$ cat src/rtl/time_mode_pkg.sv
// Shared types and constants for the pong time-mode front end.
// Contents:
//   state_e   - controller state encoding (SET=0, RUN=1, DONE=2; 3 is unused)
//   BTN_*     - bit positions of the three buttons in the btn bus
//   TIME_W    - width of the countdown limit
package time_mode_pkg;

  localparam int unsigned TIME_W = 8;

  localparam int unsigned BTN_UP    = 0;
  localparam int unsigned BTN_DOWN  = 1;
  localparam int unsigned BTN_START = 2;

  typedef enum logic [1:0] {
    ST_SET  = 2'd0,
    ST_RUN  = 2'd1,
    ST_DONE = 2'd2
  } state_e;

endpackage

$ cat src/rtl/btn_debounce.sv
// Single push-button conditioner: 2-FF synchronizer, counter-based debounce and
// a registered rising-edge pulse.
// Ports:
//   clk    in   system clock
//   reset  in   synchronous active-high reset
//   raw    in   asynchronous button input
//   level  out  debounced button level
//   press  out  one-cycle pulse on the rising edge of level
// Raw edge to press pulse is 2 + DEB_CYCLES + 1 cycles.
module btn_debounce #(
  parameter int unsigned DEB_CYCLES = 1_000_000
) (
  input  logic clk,
  input  logic reset,
  input  logic raw,
  output logic level,
  output logic press
);

  localparam int unsigned CNT_W = $clog2(DEB_CYCLES + 1);

  logic             sync1_q, sync2_q;
  logic [CNT_W-1:0] cnt_q, cnt_d;
  logic             level_q, level_d;
  logic             level_prev_q;
  logic             press_q;

  // Count consecutive cycles of disagreement; the DEB_CYCLES-th one flips the level.
  always_comb begin
    level_d = level_q;
    cnt_d   = '0;
    if (sync2_q != level_q) begin
      if (cnt_q == CNT_W'(DEB_CYCLES - 1)) begin
        level_d = ~level_q;
      end else begin
        cnt_d = cnt_q + 1'b1;
      end
    end
  end

  always_ff @(posedge clk) begin
    if (reset) begin
      sync1_q      <= 1'b0;
      sync2_q      <= 1'b0;
      cnt_q        <= '0;
      level_q      <= 1'b0;
      level_prev_q <= 1'b0;
      press_q      <= 1'b0;
    end else begin
      sync1_q      <= raw;
      sync2_q      <= sync1_q;
      cnt_q        <= cnt_d;
      level_q      <= level_d;
      level_prev_q <= level_q;
      press_q      <= level_q & ~level_prev_q;
    end
  end

  assign level = level_q;
  assign press = press_q;

endmodule

$ cat src/rtl/time_setter.sv
// Time-mode front end: debounces up/down/start buttons, lets the player choose
// the countdown limit in SET, and drives the countdown reload/run controls.
// Ports:
//   clk          in   system clock
//   reset        in   synchronous active-high reset
//   btn[2:0]     in   raw buttons: [0]=up, [1]=down, [2]=start/stop
//   time_up      in   countdown reached zero
//   max_time     out  countdown limit
//   timer_reset  out  hold the countdown reloaded at max_time
//   running      out  countdown active
//   state_o      out  current state (SET=0, RUN=1, DONE=2)
// Build option: define TIME_SETTER_AUTO_REPEAT_EN to auto-repeat a held up/down
// in SET (first repeat REPEAT_DELAY cycles after the press, then every REPEAT_RATE).
module time_setter
  import time_mode_pkg::*;
#(
  parameter int unsigned DEB_CYCLES   = 1_000_000,
  parameter int unsigned T_MIN        = 5,
  parameter int unsigned T_MAX        = 99,
  parameter int unsigned T_STEP       = 5,
  parameter int unsigned T_DEFAULT    = 20,
  parameter int unsigned REPEAT_DELAY = 50_000_000,
  parameter int unsigned REPEAT_RATE  = 10_000_000
) (
  input  logic              clk,
  input  logic              reset,
  input  logic [2:0]        btn,
  input  logic              time_up,
  output logic [TIME_W-1:0] max_time,
  output logic              timer_reset,
  output logic              running,
  output logic [1:0]        state_o
);

  if (T_MAX > 255 || T_MIN > T_MAX || T_DEFAULT < T_MIN || T_DEFAULT > T_MAX) begin : gen_t_err
    $error("time_setter: T_MIN <= T_DEFAULT <= T_MAX <= 255 violated");
  end
  if (REPEAT_DELAY == 0 || REPEAT_RATE == 0) begin : gen_rep_err
    $error("time_setter: REPEAT_DELAY and REPEAT_RATE must be non-zero");
  end

  logic [2:0] level, press;

  for (genvar i = 0; i < 3; i++) begin : gen_deb
    btn_debounce #(
      .DEB_CYCLES(DEB_CYCLES)
    ) u_deb (
      .clk  (clk),
      .reset(reset),
      .raw  (btn[i]),
      .level(level[i]),
      .press(press[i])
    );
  end

  state_e            state_q, state_d;
  logic [TIME_W-1:0] max_time_q, max_time_d;
  logic              timer_reset_q, timer_reset_d;
  logic              running_q, running_d;

  logic rep_fire;
  logic unused_level;

`ifdef TIME_SETTER_AUTO_REPEAT_EN
  localparam int unsigned RepMax = (REPEAT_DELAY > REPEAT_RATE) ? REPEAT_DELAY : REPEAT_RATE;
  localparam int unsigned RepW   = $clog2(RepMax + 1);

  logic [RepW-1:0] rep_cnt_q, rep_cnt_d;
  logic            rep_first_q, rep_first_d;
  logic            rep_held;

  assign unused_level = level[BTN_START];
  assign rep_held     = (level[BTN_UP] ^ level[BTN_DOWN]) && (state_q == ST_SET);

  // rep_cnt counts cycles since the press (or last repeat); the first period is longer.
  always_comb begin
    rep_fire    = 1'b0;
    rep_cnt_d   = rep_cnt_q + 1'b1;
    rep_first_d = rep_first_q;
    if (!rep_held) begin
      rep_cnt_d   = '0;
      rep_first_d = 1'b1;
    end else if (press[BTN_UP] || press[BTN_DOWN]) begin
      rep_cnt_d   = RepW'(1);
      rep_first_d = 1'b1;
    end else if (rep_cnt_q == (rep_first_q ? RepW'(REPEAT_DELAY) : RepW'(REPEAT_RATE))) begin
      rep_fire    = 1'b1;
      rep_cnt_d   = RepW'(1);
      rep_first_d = 1'b0;
    end
  end

  always_ff @(posedge clk) begin
    if (reset) begin
      rep_cnt_q   <= '0;
      rep_first_q <= 1'b1;
    end else begin
      rep_cnt_q   <= rep_cnt_d;
      rep_first_q <= rep_first_d;
    end
  end
`else
  assign rep_fire     = 1'b0;
  assign unused_level = ^level;
`endif

  logic              inc, dec;
  logic [8:0]        up_sum;
  logic signed [8:0] dn_diff;
  logic [TIME_W-1:0] up_val, dn_val;

  assign inc = (press[BTN_UP] & ~press[BTN_DOWN]) | (rep_fire & level[BTN_UP]);
  assign dec = (press[BTN_DOWN] & ~press[BTN_UP]) | (rep_fire & level[BTN_DOWN]);

  // Sum stays unsigned (can reach 510); the difference needs a sign to catch underflow.
  assign up_sum  = {1'b0, max_time_q} + 9'(T_STEP);
  assign dn_diff = $signed({1'b0, max_time_q}) - $signed(9'(T_STEP));
  assign up_val  = (up_sum > 9'(T_MAX)) ? TIME_W'(T_MAX) : up_sum[TIME_W-1:0];
  assign dn_val  = (dn_diff < $signed(9'(T_MIN))) ? TIME_W'(T_MIN) : dn_diff[TIME_W-1:0];

  always_comb begin
    state_d       = state_q;
    max_time_d    = max_time_q;
    timer_reset_d = 1'b1;
    running_d     = 1'b0;
    case (state_q)
      ST_SET: begin
        // Start takes priority; a coincident step is dropped.
        if (press[BTN_START]) begin
          state_d = ST_RUN;
        end else if (inc && !dec) begin
          max_time_d = up_val;
        end else if (dec && !inc) begin
          max_time_d = dn_val;
        end
      end
      ST_RUN: begin
        if (time_up) begin
          state_d = ST_DONE;
        end else if (press[BTN_START]) begin
          state_d = ST_SET;
        end
      end
      ST_DONE: begin
        if (press[BTN_START]) begin
          state_d = ST_SET;
        end
      end
      default: begin
        state_d    = ST_SET;
        max_time_d = TIME_W'(T_DEFAULT);
      end
    endcase

    case (state_d)
      ST_RUN: begin
        timer_reset_d = 1'b0;
        running_d     = 1'b1;
      end
      ST_DONE: begin
        timer_reset_d = 1'b0;
        running_d     = 1'b0;
      end
      default: begin
        timer_reset_d = 1'b1;
        running_d     = 1'b0;
      end
    endcase
  end

  always_ff @(posedge clk) begin
    if (reset) begin
      state_q       <= ST_SET;
      max_time_q    <= TIME_W'(T_DEFAULT);
      timer_reset_q <= 1'b1;
      running_q     <= 1'b0;
    end else begin
      state_q       <= state_d;
      max_time_q    <= max_time_d;
      timer_reset_q <= timer_reset_d;
      running_q     <= running_d;
    end
  end

  assign max_time    = max_time_q;
  assign timer_reset = timer_reset_q;
  assign running     = running_q;
  assign state_o     = state_q;

endmodule

$ cat config.mk
export PLATFORM = sky130hd
export DESIGN_NAME = time_setter
export DESIGN_NICKNAME = d
export VERILOG_FILES = /design/src/rtl/time_mode_pkg.sv /design/src/rtl/btn_debounce.sv /design/src/rtl/time_setter.sv
export SDC_FILE = /design/constraint.sdc
export NUM_CORES = 1
export LEC_CHECK = 0
export BUFFER_PORTS_ARGS = -buffer_cell sky130_fd_sc_hd__buf_2
export CORE_ASPECT_RATIO = 1.1
export CORE_MARGIN = 2
export CORE_UTILIZATION = 55
export DETAILED_ROUTE_END_ITERATION = 8
export HOLD_SLACK_MARGIN = 0.15
export PLACE_DENSITY = 0.82
export SLEW_MARGIN = 40
export SYNTH_ARGS = -nofsm -noshare
export SYNTH_HDL_FRONTEND = slang
export SYNTH_SLANG_ARGS = --single-unit
$ cat constraint.sdc
create_clock -name clk -period 2.8 [get_ports clk]
set_input_delay 0.14 -clock clk [delete_from_list [all_inputs] [get_ports clk]]
set_output_delay 0.14 -clock clk [all_outputs]
set_load 0.05 [all_outputs]
==> impl_metrics.toml, run 1 <==
[clock_network]
root_buffer = "clkbuf_8"
cts-buffers-inserted = 9
tritoncts = "built"
clkSinkCount = 87
cts_setup_buffers = 0
htreeDepth = 3
clk_latency_ns = 0.36
path_clk_slew_ns = 0.09
clk_path_buf_depth = 2

[die]
rows = 33
ios = 18
design.die.area_um2 = 8460
die_w_um = 87.9
start_util_pct = 57.0
core_area_um2 = 7470
die_y_um = 96.3

[timing]
slew_violations = 0
layout_setup_ws_ns = 0.143
finalSetupViolations = 0
worstMarginPinSlew_ns = 0.729
fmax_mhz = 376
relSlewSlack_pct = 51.3
fin_crit_ns = 2.66
hold_viol_final = 0
finalSetupTns_ns = 0
period_share_pct = 94.9
rsz0062_at_grt = "no"
whs_ns = 0.230
finClkSkew_ns = 0.0102

[final_layout]
final_cell_mix = "nor2_1, dfxtp_1, xor2_1"
layout-drive-gt1-share_pct = 8.45
stdcell_area_um2 = 4590
antenna_cells = 0
nets = 535
syn_to_final_growth_pct = 7.91
layoutNonFillerInstCount = 626
num-fill-cells = 649
final_common_cell = "nor2_1"
postLayoutCoreUtil_pct = 61.5

[logic_synthesis]
synth_edf_count = 0
synthCells = 503
ys.flop_type = "dfxtp_1"
synth_area_um2 = 4260
ys_seq_area_share_pct = 40.9
async_flop_share_pct = 0
ys_types = 57
yosysWarnings = 0
syn-num-nets = 521
ys_ff_latch = 87
avgSynthCellArea_um2 = 8.46

[worst_hold_path]
worstHoldPathCells = 2
min_to = "gen_deb[0].u_deb.level$_SDFFE_PP0P_"
hp-class = "primary input to flop"
min_from = "reset"

[run_status]
status = "finished clean"

[setup_path]
required_ns = 3.05
cp-end-kind = "flop"
crit_type = "flop to flop"
reg2reg_from = "max_time[1]$_SDFFE_PP0P_"
critPathMaxFanout = 13
arrival_ns = 2.91
rrSetupSlack_ns = 0.14
r2r-end = "max_time[2]$_SDFFE_PP1P_"
startpoint_type = "flop"
worst_r2r_path_depth = 7

[place]
pre_cts_ws_ns = 0.269
dp.cells = 608
place.gp.congestion = 0.913
portBuffers = 17
place_hpwl_mm = 5.51
placed_area_um2 = 4390

[drt]
viasPerCell = 5.49
ant_nets = 0
drtIter0Drc = 124
drcViolationCount = 0
drt_wl_total_mm = 8.10
vias = 3437
post_drt_wl_per_cell_um = 12.9
first_pass_iters = 4

[pwr]
powerDensity_nw_per_um2 = 450
leakagePower_nw = 1.55
power.total_mw = 2.07
vdd_drop_max_mv = 0.339

[global_routing]
antenna_found_initial = 0
grt_use_met1_pct = 25.7
gr-usage-met3_pct = 5.49
grtUsageTotal_pct = 21.0
grt_max_degree = 27
grt_util_met2_pct = 34.3
grt-ovfl-total = 0
grt_pass1_wl_mm = 14.1
grt_pass1_vias = 3336
grt_busiest_layer = "met2"

[run]
maxCapViolations = 0
-- metal layers --
layer | vias up | share of wire, %
met5 | - | 0
met4 | 0 | 1.8
met3 | 13 | 5.3
met2 | 89 | 48
met1 | 1587 | 45
li1 | 1748 | -
-- Yosys cell counts (4+ instances only) --
master / instances / area, um2
nor4b_1: 9 / 78.8
nand3_1: 30 / 150
nor3_1: 11 / 55.1
and3_1: 7 / 43.8
nor4_1: 6 / 37.5
nand2b_1: 7 / 43.8
dfxtp_1: 87 / 1740
xnor2_1: 27 / 236
xor2_1: 35 / 307
clkbuf_1: 12 / 45.0
and2_1: 4 / 25.0
nor2b_1: 18 / 113
or3_1: 5 / 31.3
nor2_1: 104 / 390
o21ai_0: 11 / 55.1
ha_1: 12 / 150
nand4_1: 11 / 68.8
inv_1: 13 / 48.8
a21oi_1: 10 / 50.1
nand2_1: 31 / 116
-- what timing repair did --
item                                   CTS  global route
hold buffers                             3             0
endpoints found under the hold margin    3             0
gates resized for setup                  0             0
-- worst max-delay path by stage --
| stage | startpoint | endpoint | slack [ns] | cells after the start |
|---|---|---|---|---|
| 2_1_floorplan | max_time[0]$_SDFFE_PP0P_ | max_time[2]$_SDFFE_PP1P_ | 0.11 | 10 |
| 3_3_place_gp | max_time[1]$_SDFFE_PP0P_ | max_time[2]$_SDFFE_PP1P_ | 0.41 | 9 |
| 3_5_place_dp | max_time[1]$_SDFFE_PP0P_ | max_time[2]$_SDFFE_PP1P_ | 0.27 | 7 |
| 4_1_cts | max_time[1]$_SDFFE_PP0P_ | max_time[2]$_SDFFE_PP1P_ | 0.23 | 7 |
| 5_1_grt | max_time[1]$_SDFFE_PP0P_ | max_time[2]$_SDFFE_PP1P_ | 0.06 | 7 |
| 6_report | max_time[1]$_SDFFE_PP0P_ | max_time[2]$_SDFFE_PP1P_ | 0.14 | 7 |
-- flip-flops by register name, indices dropped and copies added, names as in the netlist --
signal,flops
gen_deb.u_deb.level_prev_q,3
gen_deb.u_deb.sync2_q,3
gen_deb.u_deb.level,3
timer_reset,1
gen_deb.u_deb.cnt_q,60
state_o,2
max_time,8
gen_deb.u_deb.press,3
gen_deb.u_deb.sync1_q,3
running,1
-- power breakdown --
part / switching, mW / leakage, nW / total, mW / internal (mW)
logic: 0.0170 / 0.760 / 0.0271 / 0.0102
registers: 0.00267 / 0.702 / 1.24 / 1.24
clock network: 0.466 / 0.0842 / 0.797 / 0.331
total: 0.485 / 1.55 / 2.07 / 1.58
-- logic make-up after synthesis --
kind of cell / share of synthesized area, %
multiplexers: 0.705
AND/OR/NAND/NOR: 29.4
flip-flops: 40.9
buffers and inverters: 3.53
adder cells (fa/ha/maj): 3.53
XOR/XNOR: 12.8
AO/OA/AOI/OAI: 9.14
-- critical path, stage by stage, from the launching register on --
cell	delay (ns)
dfxtp_1	0.59
ha_1	0.40
o2111ai_2	0.24
xnor2_1	0.31
and4bb_1	0.26
a2bb2oi_2	0.27
nor2_1	0.12
a311o_1	0.36
-- area by class of cell --
cell class	count	area, um2	share of cell area (%)
Timing Repair Buffer	22	130	2.83
Tap cell	105	131	2.86
Clock buffer	9	124	2.70
Sequential cell	87	1740	37.9
Multi-Input combinational cell	384	2360	51.5
Clock inverter	6	52.6	1.14
Inverter	13	48.8	1.06
No activity file was read; power rests on OpenSTA's default activity.
==> inputs of run 2 (changes only) <==
--- a/config.mk
+++ b/config.mk
@@ -15,4 +15,5 @@
 export SLEW_MARGIN = 40
 export SYNTH_ARGS = -nofsm -noshare
 export SYNTH_HDL_FRONTEND = slang
+export SYNTH_HIERARCHICAL = 1
 export SYNTH_SLANG_ARGS = --single-unit
==> impl_metrics.toml, run 2 <==
[setup_path]
arrival_ns = 2.81
cp-end-kind = "flop"
required_ns = 3.06
startpoint_type = "flop"
critPathMaxFanout = 13
crit_type = "flop to flop"

[logic_synthesis]
synth.area.top_cells = "dfxtp_1, xnor2_1, nor2_1, ha_1, nor3_1"
synth_area_um2 = 4420
yosys.area.top_type = "dfxtp_1"
yosysTopAreaCellShare_pct = 39.4
avgSynthCellArea_um2 = 8.68
syn-num-nets = 527
yosysWarnings = 6
synth_edf_count = 0
async_flop_share_pct = 0
synth_commonest_cells = "dfxtp_1, nor2_1, xnor2_1"
ys_seq_area_share_pct = 39.4
synthCells = 509
ys.flop_type = "dfxtp_1"
ys_types = 56
ys_ff_latch = 87
yosysMostFrequentCell = "dfxtp_1"

[pwr]
vdd_drop_max_mv = 0.359
leakagePower_nw = 1.45
powerDensity_nw_per_um2 = 449

[global_routing]
grt_util_met2_pct = 35.7
gr-usage-met3_pct = 4.65
grtUsageTotal_pct = 21.7
grt_pass1_vias = 3557
grt-ovfl-total = 0
grt_busiest_layer = "met2"
grt_use_met1_pct = 27.1
grt_max_degree = 29
antenna_found_initial = 0
grt_pass1_wl_mm = 15.3

[die]
design.die.area_um2 = 8760
ios = 18
core_area_um2 = 7870
die_w_um = 89.4
die_y_um = 98.0
rows = 34
start_util_pct = 56.1

[run]
maxCapViolations = 0

[final_layout]
layout-drive-gt1-share_pct = 12.2
final_common_cell = "dfxtp_1"
largest_reg_flops = 60
postLayoutCoreUtil_pct = 60.7
final_cell_mix = "dfxtp_1, nor2_1, xnor2_1"
seq_area_um2 = 1740
multi_input_area_um2 = 2470
antenna_cells = 0
nets = 546
max_flop_register = "gen_deb.u_deb/cnt_q"
syn_to_final_growth_pct = 8.22
num-fill-cells = 661
stdcell_area_um2 = 4780

[clock_network]
path_clk_slew_ns = 0.09
clk_latency_ns = 0.36
cts-buffers-inserted = 9
root_buffer = "clkbuf_8"
clk_path_buf_depth = 2
htreeDepth = 3
tritoncts = "built"
cts_setup_buffers = 0
clkSinkCount = 87

[timing]
hold_viol_final = 0
worstMarginPinSlew_ns = 0.628
layout_setup_ws_ns = 0.250
finalSetupTns_ns = 0
finClkSkew_ns = 0.00853
rsz0062_at_grt = "no"
slew_violations = 0
finalSetupViolations = 0
fin_crit_ns = 2.55
whs_ns = 0.219
period_share_pct = 91.1
fmax_mhz = 392
relSlewSlack_pct = 57.8

[drt]
viasPerCell = 5.69
ant_nets = 0
drt_wl_total_mm = 8.96
first_pass_iters = 4
drtIter0Drc = 173
post_drt_wl_per_cell_um = 14.0
drcViolationCount = 0
vias = 3650

[worst_hold_path]
hp-class = "primary input to flop"

[place]
placed_area_um2 = 4580
pre_cts_ws_ns = 0.286
portBuffers = 17
place_hpwl_mm = 6.29
place.gp.congestion = 0.911

[run_status]
status = "finished clean"
run 2: cell count changes after synthesis, sizes merged, moves of 9 or more:
| cell | delta |
|---|---|
| nor3 | +13 |
| or4b | +9 |
| inv | +17 |
| nor2 | -24 |
| xnor2 | +19 |
| nand2 | -13 |
| nor4 | +11 |
| or4 | +9 |
| xor2 | -29 |
run 2: cells by family (layout without fill, tap and decap cells):
family / Yosys count / count (layout) / share of synthesized area [%]
XOR/XNOR: 52 / 52 / 10.3
multiplexers: 2 / 2 / 0.482
AND/OR/NAND/NOR: 238 / 238 / 29.5
buffers and inverters: 46 / 70 / 4.67
flip-flops: 87 / 87 / 39.4
adder cells (fa/ha/maj): 12 / 12 / 3.40
AO/OA/AOI/OAI: 72 / 72 / 12.2
run 2: final cells by class:
| cell class | instances | area share (%) |
|---|---|---|
| sequential | 87 | 36.5 |
| clock inverter | 5 | 0.890 |
| clock buffer | 11 | 2.75 |
| inverter | 30 | 2.36 |
| multi-input combinational | 376 | 51.6 |
| timing repair buffer | 24 | 3.04 |
| tap | 108 | 2.83 |
run 2: timing repair:
item	CTS	global route
endpoints found under the setup margin	0	0
resized for setup	0	0
hold endpoints to repair	3	0
hold buffers	3	0
run 2: worst max-delay path, stage by stage (launching register included):
cell,delay [ns]
dfxtp_2,0.45
inv_1,0.11
ha_1,0.39
or3b_2,0.46
a211oi_1,0.24
nor3_1,0.09
and4b_1,0.40
a211oi_1,0.08
o221a_1,0.22
run 2: final timing paths:
path / slack (ns) / depth (start not counted) / start / endpoint
max reg2reg: 0.25 / 8 / max_time[1]$_SDFFE_PP0P_ / max_time[4]$_SDFFE_PP1P_
max: 0.25 / 8 / max_time[1]$_SDFFE_PP0P_ / max_time[4]$_SDFFE_PP1P_
min: 0.22 / 4 / time_up / state_o[0]$_SDFF_PP0_
min reg2reg: 0.39 / 1 / gen_deb[0].u_deb/level_prev_q$_SDFF_PP0_ / gen_deb[0].u_deb/press$_SDFF_PP0_
run 2: per-layer routing:
metal	wire [um]	up-vias
met2	4490	58
met5	0	-
li1	-	1840
met3	253	16
met1	4030	1736
met4	181	0
run 2: through the flow:
| stage | std cells | total power, mW |
|---|---|---|
| finish | 641 | 2.14 |
| global route | 641 | 2.21 |
| CTS | 641 | 2.16 |
| detailed placement | 622 | 1.37 |
| global placement | 622 | 1.37 |
| floorplan | 509 | 1.35 |
run 2: where the power goes:
group	switching, mW	internal (mW)
clock	0.463	0.333
sequential	0.00558	1.24
combinational	0.0671	0.0321
==> inputs of run 3 (changes only) <==
--- a/config.mk
+++ b/config.mk
@@ -11,7 +11,7 @@
 export CORE_UTILIZATION = 55
 export DETAILED_ROUTE_END_ITERATION = 8
 export HOLD_SLACK_MARGIN = 0.15
-export PLACE_DENSITY = 0.82
+export PLACE_DENSITY_LB_ADDON = 0.3
 export SLEW_MARGIN = 40
 export SYNTH_ARGS = -nofsm -noshare
 export SYNTH_HDL_FRONTEND = slang
==> impl_metrics.toml, run 3 (synthesis gave the netlist of run 2 again) <==
[final_layout]
stdcell_area_um2 = 4840
final_common_cell = "dfxtp_1"
antenna_cells = 0
final_cell_mix = "dfxtp_1, nor2_1, xnor2_1"
max_flop_register = "gen_deb.u_deb/cnt_q"
syn_to_final_growth_pct = 9.49
layoutNonFillerInstCount = 642
layout-drive-gt1-share_pct = 12.5
nets = 547
largest_reg_flops = 60

[worst_hold_path]
hp-class = "primary input to flop"

[die]
die_w_um = 89.4
start_util_pct = 56.1
design.die.area_um2 = 8760
rows = 34
core_area_um2 = 7870
ios = 18
die_y_um = 98.0

[global_routing]
grt_max_degree = 29
grt_pass1_wl_mm = 15.2
antenna_found_initial = 0
grtUsageTotal_pct = 21.3
grt-ovfl-total = 0
grt_pass1_vias = 3450

[setup_path]
critPathMaxFanout = 13
cp-end-kind = "flop"
worst_path_max_delay_cell = "or3b_2"
arrival_ns = 2.71
startpoint_type = "flop"
crit_type = "flop to flop"
cp_common_cell = "a211oi_1"
required_ns = 3.05
crit_chain = "inv_1, ha_1, or3b_2, a211oi_1, nor3_1, and4b_1, a211oi_1, o221a_1"
max_stage_delay_ns = 0.45

[clock_network]
clkSinkCount = 87
root_buffer = "clkbuf_8"
tritoncts = "built"
clk_latency_ns = 0.35
cts-buffers-inserted = 9
htreeDepth = 3
clk_path_buf_depth = 2
path_clk_slew_ns = 0.08
cts_setup_buffers = 0

[pwr]
leakagePower_nw = 1.48
clkPwrFrac_pct = 41.7
p_sw_share_pct = 21.8
vdd_drop_max_mv = 0.419
p_switching_mw = 0.502
power.total_mw = 2.31
powerDensity_nw_per_um2 = 477
internal-power_mw = 1.80
combPwrFrac_pct = 4.2
seq_power_share_pct = 54.1

[run_status]
status = "finished clean"

[timing]
worstMarginPinSlew_ns = 0.635
hold_viol_final = 0
finClkSkew_ns = 0.00839
layout_setup_ws_ns = 0.340
period_share_pct = 87.9
finalSetupTns_ns = 0
finalSetupViolations = 0
fin_crit_ns = 2.46
relSlewSlack_pct = 57.3
rsz0062_at_grt = "no"
fmax_mhz = 406
slew_violations = 0

[place]
placed_area_um2 = 4580
place.gp.congestion = 0.970
dp.cells = 623
portBuffers = 17
pre_cts_ws_ns = 0.362
place_hpwl_mm = 6.02

[drt]
first_pass_iters = 5
drt_wl_total_mm = 8.59
ant_nets = 0
post_drt_wl_per_cell_um = 13.4
drcViolationCount = 0
drtIter0Drc = 233
vias = 3648
viasPerCell = 5.68

[run]
maxCapViolations = 0
==> run 3: worst max-delay path: cells and delay by family (launching register included) <==
family                     cells  cell delay [ns]
adders and majority gates      1             0.37
and+or+nand+nor                3             0.90
DFF                            1             0.44
buffers and inverters          1             0.11
AOI/OAI and AO/OA              3             0.54
==> run 3: area by class of cell <==
class,count,area (um2)
clock inverters,5,81.3
fillers,651,3030
well taps,108,135
repair buffers,25,153
flip-flops and latches,87,1740
multi-input cells,376,2470
clock buffers,11,141
inverters,30,113
==> run 3: power groups by stage <==
stage | logic, mW | clock network (mW) | registers (mW)
global route | 0.108 | 1.04 | 1.25
detailed placement | 0.0928 | 0 | 1.28
CTS | 0.0957 | 0.989 | 1.25
floorplan | 0.0582 | 0 | 1.29
finish | 0.0965 | 0.961 | 1.25
global placement | 0.0916 | 0 | 1.28
==> run 3: per-stage QoR <==
stage	hold WS, ns	utilization (%)
detailed placement	0.356	58.2
finish	0.232	61.4
CTS	0.225	61.4
global route	0.257	61.4
floorplan	0.212	-
global placement	0.347	58.2
==> run 3: final timing paths <==
kind / startpoint / to / slack [ns] / cells past startpoint
setup / recovery: max_time[1]$_SDFFE_PP0P_ / max_time[4]$_SDFFE_PP1P_ / 0.34 / 8
hold / removal: reset / gen_deb[1].u_deb/sync1_q$_SDFF_PP0_ / 0.23 / 2
setup reg to reg: max_time[1]$_SDFFE_PP0P_ / max_time[4]$_SDFFE_PP1P_ / 0.34 / 8
hold reg to reg: gen_deb[0].u_deb/level_prev_q$_SDFF_PP0_ / gen_deb[0].u_deb/press$_SDFF_PP0_ / 0.39 / 1
==> run 3: timing repair <==
action,CTS,global route
gates resized for setup,0,0
endpoints found under the hold margin,3,0
hold buffers,3,0
==> run 3: layer usage <==
metal | up-vias | share of wire (%) | track usage, %
li1 | 1848 | - | -
met4 | 0 | 1.8 | 8.73
met5 | - | 0 | 0
met3 | 17 | 3.0 | 3.47
met1 | 1709 | 46 | 28.4
met2 | 74 | 49 | 33.9
